### src/rtl/krz_uart_rx.sv
// krz_uart_rx: 8N1 UART receiver with 16x oversampling and a small receive FIFO.
//
// Ports
//   clk       : sole clock, rising edge
//   rstz      : asynchronous active-low reset
//   rx        : asynchronous serial input, idle high, LSB first
//   rx_data   : byte at the FIFO head (0 when empty after reset)
//   rx_valid  : FIFO non-empty
//   rx_ready  : consumer pop; a byte leaves when rx_valid && rx_ready at a clk edge
//   frame_err : one-cycle pulse when a stop bit samples low
//   overrun   : one-cycle pulse when a completed byte is dropped on a full FIFO
//
// Handshake: rx_valid/rx_ready follow strict valid/ready semantics. rx_valid
// never depends on rx_ready, and rx_data is held stable while rx_valid is high
// and rx_ready is low; a transfer happens on every clk edge where both are high.
module krz_uart_rx #(
  parameter int CLK_DIV    = 13,
  parameter int FIFO_DEPTH = 4
) (
  input  logic       clk,
  input  logic       rstz,
  input  logic       rx,
  output logic [7:0] rx_data,
  output logic       rx_valid,
  input  logic       rx_ready,
  output logic       frame_err,
  output logic       overrun
);

  localparam int AW    = $clog2(FIFO_DEPTH);
  localparam int PW    = AW + 1;
  localparam int DIV_W = 12;
  localparam logic [DIV_W-1:0] DIV_LAST = DIV_W'(CLK_DIV - 1);

  typedef enum logic [2:0] {
    ST_IDLE,
    ST_START,
    ST_DATA,
    ST_STOP,
    ST_WAIT_HIGH
  } state_e;

  state_e           state_q, state_d;
  logic             rx_meta_q, rx_meta_d;
  logic             rxs_q, rxs_d;
  logic [DIV_W-1:0] div_q, div_d;
  logic [3:0]       sub_q, sub_d;
  logic [2:0]       bit_q, bit_d;
  logic [7:0]       shift_q, shift_d;
  logic             frame_err_q, frame_err_d;
  logic             overrun_q, overrun_d;
  logic [PW-1:0]    wr_q, wr_d;
  logic [PW-1:0]    rd_q, rd_d;
  logic [7:0]       mem_q [FIFO_DEPTH];
  logic [7:0]       mem_d [FIFO_DEPTH];

  logic tick;
  logic push;
  logic pop;
  logic full;
  logic empty;

  assign empty = (wr_q == rd_q);
  // Extra pointer MSB distinguishes full from empty when the indices match.
  assign full  = (wr_q[AW] != rd_q[AW]) && (wr_q[AW-1:0] == rd_q[AW-1:0]);
  assign pop   = !empty && rx_ready;
  assign tick  = (state_q != ST_IDLE) && (div_q == DIV_LAST);

  always_comb begin
    state_d     = state_q;
    rx_meta_d   = rx;
    rxs_d       = rx_meta_q;
    div_d       = div_q;
    sub_d       = sub_q;
    bit_d       = bit_q;
    shift_d     = shift_q;
    frame_err_d = 1'b0;
    overrun_d   = 1'b0;
    wr_d        = wr_q;
    rd_d        = rd_q;
    mem_d       = mem_q;
    push        = 1'b0;

    // Oversample divider free-runs only while a frame is in progress.
    if (state_q != ST_IDLE) begin
      div_d = tick ? '0 : div_q + DIV_W'(1);
    end

    case (state_q)
      ST_IDLE: begin
        div_d = '0;
        if (!rxs_q) begin
          state_d = ST_START;
          sub_d   = '0;
          bit_d   = '0;
        end
      end
      ST_START: begin
        if (tick) begin
          if (sub_q == 4'd7) begin
            // Mid start bit: a high line means the falling edge was a glitch.
            state_d = rxs_q ? ST_IDLE : ST_DATA;
            sub_d   = '0;
            bit_d   = '0;
          end else begin
            sub_d = sub_q + 4'd1;
          end
        end
      end
      ST_DATA: begin
        if (tick) begin
          if (sub_q == 4'd15) begin
            shift_d = {rxs_q, shift_q[7:1]};
            sub_d   = '0;
            bit_d   = bit_q + 3'd1;
            if (bit_q == 3'd7) begin
              state_d = ST_STOP;
            end
          end else begin
            sub_d = sub_q + 4'd1;
          end
        end
      end
      ST_STOP: begin
        if (tick) begin
          if (sub_q == 4'd15) begin
            sub_d = '0;
            if (rxs_q) begin
              push    = 1'b1;
              state_d = ST_IDLE;
            end else begin
              frame_err_d = 1'b1;
              state_d     = ST_WAIT_HIGH;
            end
          end else begin
            sub_d = sub_q + 4'd1;
          end
        end
      end
      ST_WAIT_HIGH: begin
        // Hold off through a break until the line returns high.
        if (rxs_q) begin
          state_d = ST_IDLE;
        end
      end
      default: state_d = ST_IDLE;
    endcase

    // A pop in the same cycle frees the slot, so a full FIFO still accepts.
    if (push && (!full || pop)) begin
      mem_d[wr_q[AW-1:0]] = shift_q;
      wr_d                = wr_q + PW'(1);
    end
    if (push && full && !pop) begin
      overrun_d = 1'b1;
    end
    if (pop) begin
      rd_d = rd_q + PW'(1);
    end
  end

  always_ff @(posedge clk or negedge rstz) begin
    if (!rstz) begin
      state_q     <= ST_IDLE;
      rx_meta_q   <= 1'b1;
      rxs_q       <= 1'b1;
      div_q       <= '0;
      sub_q       <= '0;
      bit_q       <= '0;
      shift_q     <= '0;
      frame_err_q <= 1'b0;
      overrun_q   <= 1'b0;
      wr_q        <= '0;
      rd_q        <= '0;
      for (int i = 0; i < FIFO_DEPTH; i++) begin
        mem_q[i] <= '0;
      end
    end else begin
      state_q     <= state_d;
      rx_meta_q   <= rx_meta_d;
      rxs_q       <= rxs_d;
      div_q       <= div_d;
      sub_q       <= sub_d;
      bit_q       <= bit_d;
      shift_q     <= shift_d;
      frame_err_q <= frame_err_d;
      overrun_q   <= overrun_d;
      wr_q        <= wr_d;
      rd_q        <= rd_d;
      mem_q       <= mem_d;
    end
  end

  assign rx_data   = mem_q[rd_q[AW-1:0]];
  assign rx_valid  = !empty;
  assign frame_err = frame_err_q;
  assign overrun   = overrun_q;

endmodule

### config.mk
export PLATFORM = sky130hd
export DESIGN_NAME = krz_uart_rx
export DESIGN_NICKNAME = d
export VERILOG_FILES = /design/src/rtl/krz_uart_rx.sv
export SDC_FILE = /design/constraint.sdc
export NUM_CORES = 1
export LEC_CHECK = 0
export ABC_AREA = 1
export CAP_MARGIN = 10
export CORE_MARGIN = 4
export CORE_UTILIZATION = 54
export CTS_CLUSTER_SIZE = 14
export DETAILED_ROUTE_END_ITERATION = 8
export GPL_TIMING_DRIVEN = 0
export PLACE_DENSITY = 0.78
export SLEW_MARGIN = 20
export SYNTH_ARGS = -nofsm -noshare
export SYNTH_HDL_FRONTEND = slang
export SYNTH_SLANG_ARGS = --single-unit
### constraint.sdc
create_clock -name clk -period 1.7 [get_ports clk]
set_input_delay 0.255 -clock clk [delete_from_list [all_inputs] [get_ports clk]]
set_output_delay 0.255 -clock clk [all_outputs]
set_load 0.03 [all_outputs]
# Word-level counts from Yosys, hierarchy flattened
# Index checks and enable logic that the tools add are counted.
# op_classes
add_sub_neg	5
mul	0
div	0
order_cmp	3
eq_ne	21
n_shift	0
muxes	42
n_bitwise	2
n_reduce_logical	21
# ops
operator	count
$mux 3	15
$mux 12	3
$bwmux 32	1
$mux 8	3
$mux 4	5
$ne 2x2->1 const B	9
$bmux 8 s2	1
$demux 8 s2	1
$pmux 3 s5	1
$add 12x1->12 const B	1
$eq 12x4->1 const B	1
$pmux 4 s3	1
$add 3x1->3 const B	3
$mux 1	9
$pmux 3 s3	1
$reduce_and 9->1	1
$reduce_bool 3->1	3
$logic_and 1x1->1	7
$eq 3x2->1 const B	2
$eq 3x3->1 const B	2
$ge 3x3->1 const B	2
$not 2->3	2
$reduce_and 6->1	1
$add 4x1->4 const B	1
16 further kinds	18
# word_totals
reg_bits	72
latch_bits	0
ramBits	0
rom_bits	0
in_bits	4
out_inout_bits	11
wordCells	109
memories	0

# Logic depth before layout (Yosys ltp)
# Gate-level depths: netlist (run 1).
# depth
ltp_word	7
mapped_depth	11
mapped_depth_nobuf	11

# Worst setup path before layout (run 1)
# No wires, ideal clock.
# synth_timing
kind	flip-flop to output port
start	register rd_q[0]
end	output rx_data[6]
arrival_time_ns	1.532
required_ns	1.445
setup_slack_ns	-0.087
path_stages_with_launch	6
path_buffers	2
path_cell_list	dfrtp_1 buf_2 inv_1 buf_1 o21ai_0 o22ai_1
# synth_via
elab_chain_cells	4
# synth_lines
element	line	text
from (decl)	53	logic [PW-1:0] rd_q, rd_d;
from (signal assigned)	189	rd_q <= rd_d;
$not 2->3 (not written as such)	194	assign rx_data = mem_q[rd_q[AW-1:0]];
$bmux 8 s2	194	
$mux 8 (not written as such) (2 in a row)	194	
to (decl)	23	output logic [7:0] rx_data,
# No other way between the ends. The select of a mux whose other input is x is not followed.

# Worst setup path after layout (run 1)
# layout_timing
start	register div_q[10]
end	register mem_q[5] (netlist name)
# layout_via
elab_chain_cells	5
# layout_lines
element	line	text
from (decl)	46	logic [DIV_W-1:0] div_q, div_d;
from (signal assigned)	182	div_q <= div_d;
$eq 12x4->1	67	assign tick = (state_q != ST_IDLE) && (div_q == DIV_LAST);
$logic_and 1x1->1	67	
$mux 1	125	if (tick) begin
$mux 1	89	case (state_q)
$logic_and 1x1->1	150	if (push && (!full || pop)) begin
to (signal assigned)	190	mem_q <= mem_d;
to (decl)	54	logic [7:0] mem_q [FIFO_DEPTH];
# No other way between the ends.
# A chain may end at the register's enable or synchronous reset.

==> results of run 1 <==
[worst paths after layout]
path	startpoint	to	slack, ns	cells after the start
worst min register to register	rx_meta_q$_DFF_PN1_	rxs_q$_DFF_PN1_	0.36	0
worst min-delay path	rx	rx_meta_q$_DFF_PN1_	0.31	1
worst max register to register	div_q[10]$_DFF_PN0_	mem_q[5]$_DFFE_PN0P_	-0.1	9
worst max-delay path	div_q[10]$_DFF_PN0_	mem_q[5]$_DFFE_PN0P_	-0.1	9
min in group asynchronous	rstz	mem_q[6]$_DFFE_PN0P_	0.37	2
max in group asynchronous	rstz	rx_meta_q$_DFF_PN1_	0.71	3
[cells by family (layout without fill, tap and decap cells)]
family                   after synthesis  in the layout  synth area share (%)
AND/OR/NAND/NOR                      197            197                  25.1
AO/OA/AOI/OAI                         82             82                  12.6
flip-flops                            72             72                  50.6
buffers and inverters                 47            127                  5.87
adder cells (fa/ha/maj)               10             10                  3.51
XOR/XNOR                               9              9                  2.21
[layout make-up]
class | count | area, um^2
multi-input combinational | 298 | 2000
fill | 341 | 1320
clock buffer | 9 | 124
tap | 77 | 96.3
sequential | 72 | 1810
clock inverter | 7 | 56.3
timing repair buffer | 64 | 688
inverter | 38 | 163
buffer | 9 | 124
[placed cells by master (no fill, tap or decap), drive strengths merged]
| cell type | instances |
|---|---|
| nand3b | 1 |
| nor3 | 3 |
| nand2 | 107 |
| xor2 | 7 |
| a21oi | 10 |
| nand4 | 4 |
| clkinv | 7 |
| clkbuf | 12 |
| clkinvlp | 1 |
| dfrtp | 70 |
| xnor2 | 2 |
| o21a | 1 |
| clkdlybuf4s50 | 4 |
| o22ai | 8 |
| inv | 37 |
| buf | 65 |
| a31oi | 1 |
| o21ai | 62 |
| ha | 10 |
| or2 | 2 |
| nor2 | 59 |
| dfstp | 2 |
| nand3 | 21 |
| dlygate4sd3 | 1 |
[metal layers]
layer	wire length, um	GRT usage [%]	vias to the layer above
met3	456	3.78	36
met2	5670	39.2	120
met1	4190	29.0	1631
met5	0	0	-
li1	-	-	1522
met4	382	10.3	0
[worst register-to-register path: stages, from the launching register on]
cell and delay, ns:
dfrtp_1 0.42, nor2_2 0.21, nand2_4 0.08, nor2_4 0.16, nand3_4 0.12, nor2_8 0.19, nand3_4 0.18, buf_6 0.18
nand2_2 0.06, o21ai_1 0.08
[stage by stage]
stage	utilization (%)	setup TNS (ns)	cells	total power, mW	setup WS [ns]
floorplan	-	0	417	2.74	0.0682
global placement	60.3	-153.22	508	3.18	-2.03
detailed placement	60.7	-10.44	509	3.22	-0.729
CTS	70.8	-0.163	553	5.13	-0.0351
global route	79.3	-5.81	574	5.66	-0.189
finish	79.3	-1.69	574	5.45	-0.0972
[registers in the layout, summed over array words and instances, names as in the netlist]
register,count
mem_q,32
div_q,12
shift_q,8
sub_q,4
bit_q,3
rd_q,3
state_q,3
wr_q,3
frame_err,1
overrun,1
rx_meta_q,1
rxs_q,1
[power breakdown]
part / switching [mW] / leakage [nW] / internal, mW
logic: 1.29 / 1.26 / 1.09
registers: 0.0404 / 0.958 / 1.75
clock network: 0.727 / 0.0898 / 0.542
total: 2.06 / 2.30 / 3.39
[timing repair]
action | 4_1_cts | 5_1_grt
hold buffers | 1 | 0
pin swaps | 17 | 21
endpoints found under the setup margin | 55 | 64
hold endpoints to repair | 26 | 0
cloned | 3 | 4
setup buffers | 24 | 17
gates resized for setup | 139 | 104
==> reports/qor.txt, run 1 <==
Synthesized area: 0.00356 mm^2
Max-Cap Viols: 0
Area Growth Syn to Fin: 42.1%
Buffers on Ports: 14
Post-Synthesis Cells: 417
Final WL: 10.7 mm
Rows: 29
Die area: 0.00796 mm^2
Cell family with most CP delay: simple AND/OR/NAND/NOR gates
Initial antenna violation count: 0
YS warnings: 0
Number of buffers created by CTS: 9
# diodes: 0
Crit start category: register
Setup ws final: -0.0972 ns
Maximum number of pins on one net before global-route repair: 47
Most instantiated cells after synthesis: 105 x nand2_1, 70 x dfrtp_1, 53 x nor2_1
CP required: 1.94 ns
PD cells: 1080 mW/mm^2
Vias/cell: 5.76
Placed Area: 0.00387 mm^2
Yosys top cell by area: dfrtp_1
Clk root buf: clkbuf_8
Fin. Hold Viols: 0
Arrival time at the worst endpoint: 2.03 ns
Slew @ Worst Pin: 0.393 ns
Clk sinks: 72
Final setup violation count: 41
Total gr overflow: 0
Fin nets: 506
Post-synth EDFFs: 0
Crit Path Class: reg2reg
Core box area: 0.00639 mm^2
Sequential area share after synthesis: 50.6%
HPWL Detailed: 5.07 mm
Clock Skews: 0.0149 ns
Fin Hold WS: 0.310 ns
Design Area, Final: 0.00506 mm^2
Async S/R FF share, synth: 100%
DR WL/cell: 18.6 um
Status: finished, violations left
Yosys cell types: 33
HP Class: in2reg
CP Max Fanout: 7
Syn Nets: 431
Clk slew on worst S/H paths: 0.09 ns
CP max-delay cell: dfrtp_1
CTS Buffer Depth: 2
Peak VDD IR: 1.06 mV
Vias in the first global route: 3060
Crit path buffers/inverters: 1
1st-iter DRT viols: 302
Most used cell, CP: nand3_4
Final Max Tran Viols: 0
Synth area leaders: dfrtp_1 49%, nand2_1 11%, nor2_1 5.6%
CTS H-tree depth: 3
Fmax: 556 MHz
CTS tree: done
Max incr delay on CP: 0.42 ns
DR DRC count: 0
Post-route ant nets: 0
Failing checks: negative setup slack
Layout cell share with drive strength beyond 1: 43.3%
Count leader, synth: nand2_1
Cells along the critical path: nor2_2 > nand2_4 > nor2_4 > nand3_4 > nor2_8 > nand3_4 > buf_6 > nand2_2 > o21ai_1
I/O pins: 15
Syn Area/Cell: 8.54 um^2
Lkg Pwr: 2.30 nW
Slew margin rel.: 73.5%
TritonRoute pass-1 iters: 5
Tot GR Track Use: 23.1%
Worst-Skew Late Latency: 0.35 ns
Via count: 3309
Tmin final: 1.80 ns
RSZ-0062 raised after global routing: true
DIE WIDTH: 89.2 um
First-pass GRT wire length: 14.1 mm
Initial Utilization: 55.8%
Top-area cell type share of the netlist area: 49.2%
Predominant post-synthesis flop cell: dfrtp_1
Die Ht: 89.2 um
Final period util: 106%
FF+latch count, synth: 72
Endpoint type of the worst setup path: register
RePlAce Congestion: 0.806
No activity file was read; power rests on OpenSTA's default activity.
==> inputs of run 2 (changes only) <==
--- a/config.mk
+++ b/config.mk
@@ -7,12 +7,12 @@
 export LEC_CHECK = 0
 export ABC_AREA = 1
 export CAP_MARGIN = 10
-export CORE_MARGIN = 4
 export CORE_UTILIZATION = 54
 export CTS_CLUSTER_SIZE = 14
 export DETAILED_ROUTE_END_ITERATION = 8
 export GPL_TIMING_DRIVEN = 0
 export PLACE_DENSITY = 0.78
+export RECOVER_POWER = 50
 export SLEW_MARGIN = 20
 export SYNTH_ARGS = -nofsm -noshare
 export SYNTH_HDL_FRONTEND = slang
==> run 2 against run 1 <==
The run still ends with negative setup slack left; final area shrank 5.4%; combinational power down 14%; die area decreased by 13%; worst hold slack better by 0.048 ns; sequential power hardly changed; maximum frequency is 0.57% lower; clock skew decreased by 0.0018 ns; via count is 1.5% lower.
==> reports/qor.txt, run 2 (synthesis results as in run 1) <==
Maximum number of pins on one net before global-route repair: 45 (was 47)
HP Start: rx_meta_q$_DFF_PN1_ (was rx)
Tmin final: 1.81 ns (was 1.80 ns)
PD cells: 1100 mW/mm^2 (was 1080 mW/mm^2)
Core box area: 0.00635 mm^2 (was 0.00639 mm^2)
Largest regs: mem_q x32, div_q x12, shift_q x8 (unchanged)
1st-iter DRT viols: 182 (was 302)
Die area: 0.00693 mm^2 (was 0.00796 mm^2)
Via count: 3261 (was 3309)
RePlAce Congestion: 0.839 (was 0.806)
Crit Path Class: reg2out (was reg2reg)
Tot GR Track Use: 26.1% (was 23.1%)
Post-route ant nets: 0 (unchanged)
Fin. Hold Viols: 0 (unchanged)
# diodes: 0 (unchanged)
Setup ws final: -0.107 ns (was -0.0972 ns)
Worst-Skew Late Latency: 0.36 ns (was 0.35 ns)
Endpoint type of the worst setup path: output pin (was register)
HP Class: reg2reg (was in2reg)
Fin nets: 506 (unchanged)
Total gr overflow: 0 (unchanged)
Slew @ Worst Pin: 0.718 ns (was 0.393 ns)
Final WL: 9.41 mm (was 10.7 mm)
Final setup violation count: 32 (was 41)
Status: finished, violations left (unchanged)
Clk slew on worst S/H paths: 0.08 ns (was 0.09 ns)
HPWL Detailed: 5.14 mm (was 5.07 mm)
Most frequent cells in the layout: 85 x nand2_1, 67 x dfrtp_1, 33 x buf_4, 31 x nor2_1 (was 72 x nand2_1, 67 x dfrtp_1, 30 x inv_1, 29 x nor2_1)
Area Growth Syn to Fin: 34.5% (was 42.1%)
Clk sinks: 72 (unchanged)
I/O pins: 15 (unchanged)
Placed instance count: 509 (unchanged)
Register with the most flip-flops: mem_q (unchanged)
Clk root buf: clkbuf_8 (unchanged)
Failing checks: negative setup slack (unchanged)
Vias in the first global route: 3045 (was 3060)
Buffers on Ports: 14 (unchanged)
DR DRC count: 0 (unchanged)
CTS tree: done (unchanged)
Slew margin rel.: 52.1% (was 73.5%)
Total Power: 5.26 mW (was 5.45 mW)
Final TNS setup: -1.24 ns (was -1.69 ns)
Arrival time at the worst endpoint: 1.55 ns (was 2.03 ns)
DR WL/cell: 16.4 um (was 18.6 um)
Lkg Pwr: 2.23 nW (was 2.30 nW)
Crit start category: register (unchanged)
CP required: 1.44 ns (was 1.94 ns)
RSZ-0062 raised after global routing: true (unchanged)
CTS Buffer Depth: 2 (unchanged)
Final Max Tran Viols: 0 (unchanged)
TritonRoute pass-1 iters: 5 (unchanged)
Peak VDD IR: 0.989 mV (was 1.06 mV)
Max-Cap Viols: 0 (unchanged)
Clock Skews: 0.0131 ns (was 0.0149 ns)
Die Ht: 83.2 um (was 89.2 um)
Initial Utilization: 56.1% (was 55.8%)
DIE WIDTH: 83.2 um (was 89.2 um)
Fmax: 553 MHz (was 556 MHz)
Crit path launch: rd_q[0]$_DFFE_PN0P_ (was div_q[10]$_DFF_PN0_)
Final non-filler cell total: 574 (unchanged)
CP Max Fanout: 4 (was 7)
Initial antenna violation count: 0 (unchanged)
R2r startpoint: div_q[0]$_DFF_PN0_ (was div_q[10]$_DFF_PN0_)
Number of buffers created by CTS: 9 (unchanged)
Final period util: 106% (about the same)
DP Worst Slack: -0.706 ns (was -0.729 ns)
Rows: 29 (unchanged)
Vias/cell: 5.68 (was 5.76)
First-pass GRT wire length: 14.3 mm (was 14.1 mm)
Most common cell after layout, fill and taps aside: nand2_1 (unchanged)
Max FFs per register: 32 (unchanged)
CTS H-tree depth: 3 (unchanged)
Layout cell share with drive strength beyond 1: 35.4% (was 43.3%)
-- run 2: cell count changes in the layout (fill, tap and decap cells not counted), sizes merged --
cell | before | now
clkinvlp | 1 | 2
clkdlybuf4s50 | 4 | 3
buf | 65 | 62
clkbuf | 12 | 14
dlygate4sd3 | 1 | 2
clkinv | 7 | 3
bufinv | 0 | 1
inv | 37 | 40
-- run 2: per-stage QoR --
step                area (um^2)  utilization, %  hold WS, ns
floorplan                  3610               -      -0.0406
global placement           3850            60.6        0.347
detailed placement         3870            60.9        0.199
CTS                        4510            71.0        0.298
global route               4790            75.5        0.366
finish                     4790            75.5        0.358
-- run 2: area by class of cell --
type	count	area, um^2
Timing Repair inverter	1	6.26
Clock buffer	9	124
Inverter	38	155
Fill cell	385	1560
Multi-Input combinational cell	298	1820
Clock inverter	7	80.1
Buffer	9	124
Timing Repair Buffer	63	581
Tap cell	77	96.3
Sequential cell	72	1810
-- run 2: critical path, cell delays in order (launching register included) --
cell,delay [ns]
dfrtp_2,0.45
buf_2,0.17
o21ai_0,0.29
o22ai_2,0.14
buf_6,0.15
-- run 2: per-layer routing --
metal / vias up / share of wire, % / GRT usage (%)
met3: 29 / 4.3 / 4.87
met2: 120 / 52 / 43.2
met5: - / 0 / 0
met1: 1602 / 40 / 32.4
li1: 1510 / - / -
met4: 0 / 3.8 / 13.9
-- run 2: path summary, 6_finish.rpt --
check	end	slack, ns	depth (start not counted)
setup / recovery	rx_data[3]	-0.11	4
setup reg to reg	mem_q[20]$_DFFE_PN0P_	-0.07	10
min in group asynchronous	mem_q[2]$_DFFE_PN0P_	0.48	2
hold / removal	rxs_q$_DFF_PN1_	0.36	0
hold reg to reg	rxs_q$_DFF_PN1_	0.36	0
max in group asynchronous	state_q[0]$_DFFE_PN0P_	0.16	3
-- run 2: report_power, final --
part	internal (mW)	switching, mW	total [mW]	leakage (nW)
Clock	0.692	0.707	1.40	0.0964
Combinational	0.942	1.12	2.06	1.17
Sequential	1.76	0.0452	1.80	0.959
-- run 2: what timing repair did --
item / CTS / global route
setup buffers: 26 / 18
hold endpoints to repair: 28 / 0
gates resized for setup: 116 / 58
setup endpoints to repair: 55 / 62
cloned: 5 / 0
pin swaps: 18 / 17
hold buffers: 1 / 0
==> inputs of run 3 (changes only) <==
--- a/config.mk
+++ b/config.mk
@@ -8,7 +8,7 @@
 export ABC_AREA = 1
 export CAP_MARGIN = 10
 export CORE_UTILIZATION = 54
-export CTS_CLUSTER_SIZE = 14
+export CTS_CLUSTER_SIZE = 28
 export DETAILED_ROUTE_END_ITERATION = 8
 export GPL_TIMING_DRIVEN = 0
 export PLACE_DENSITY = 0.78
==> results of run 3 <==
Same layout as run 2: the final DEF is identical, and so are final timing and power.
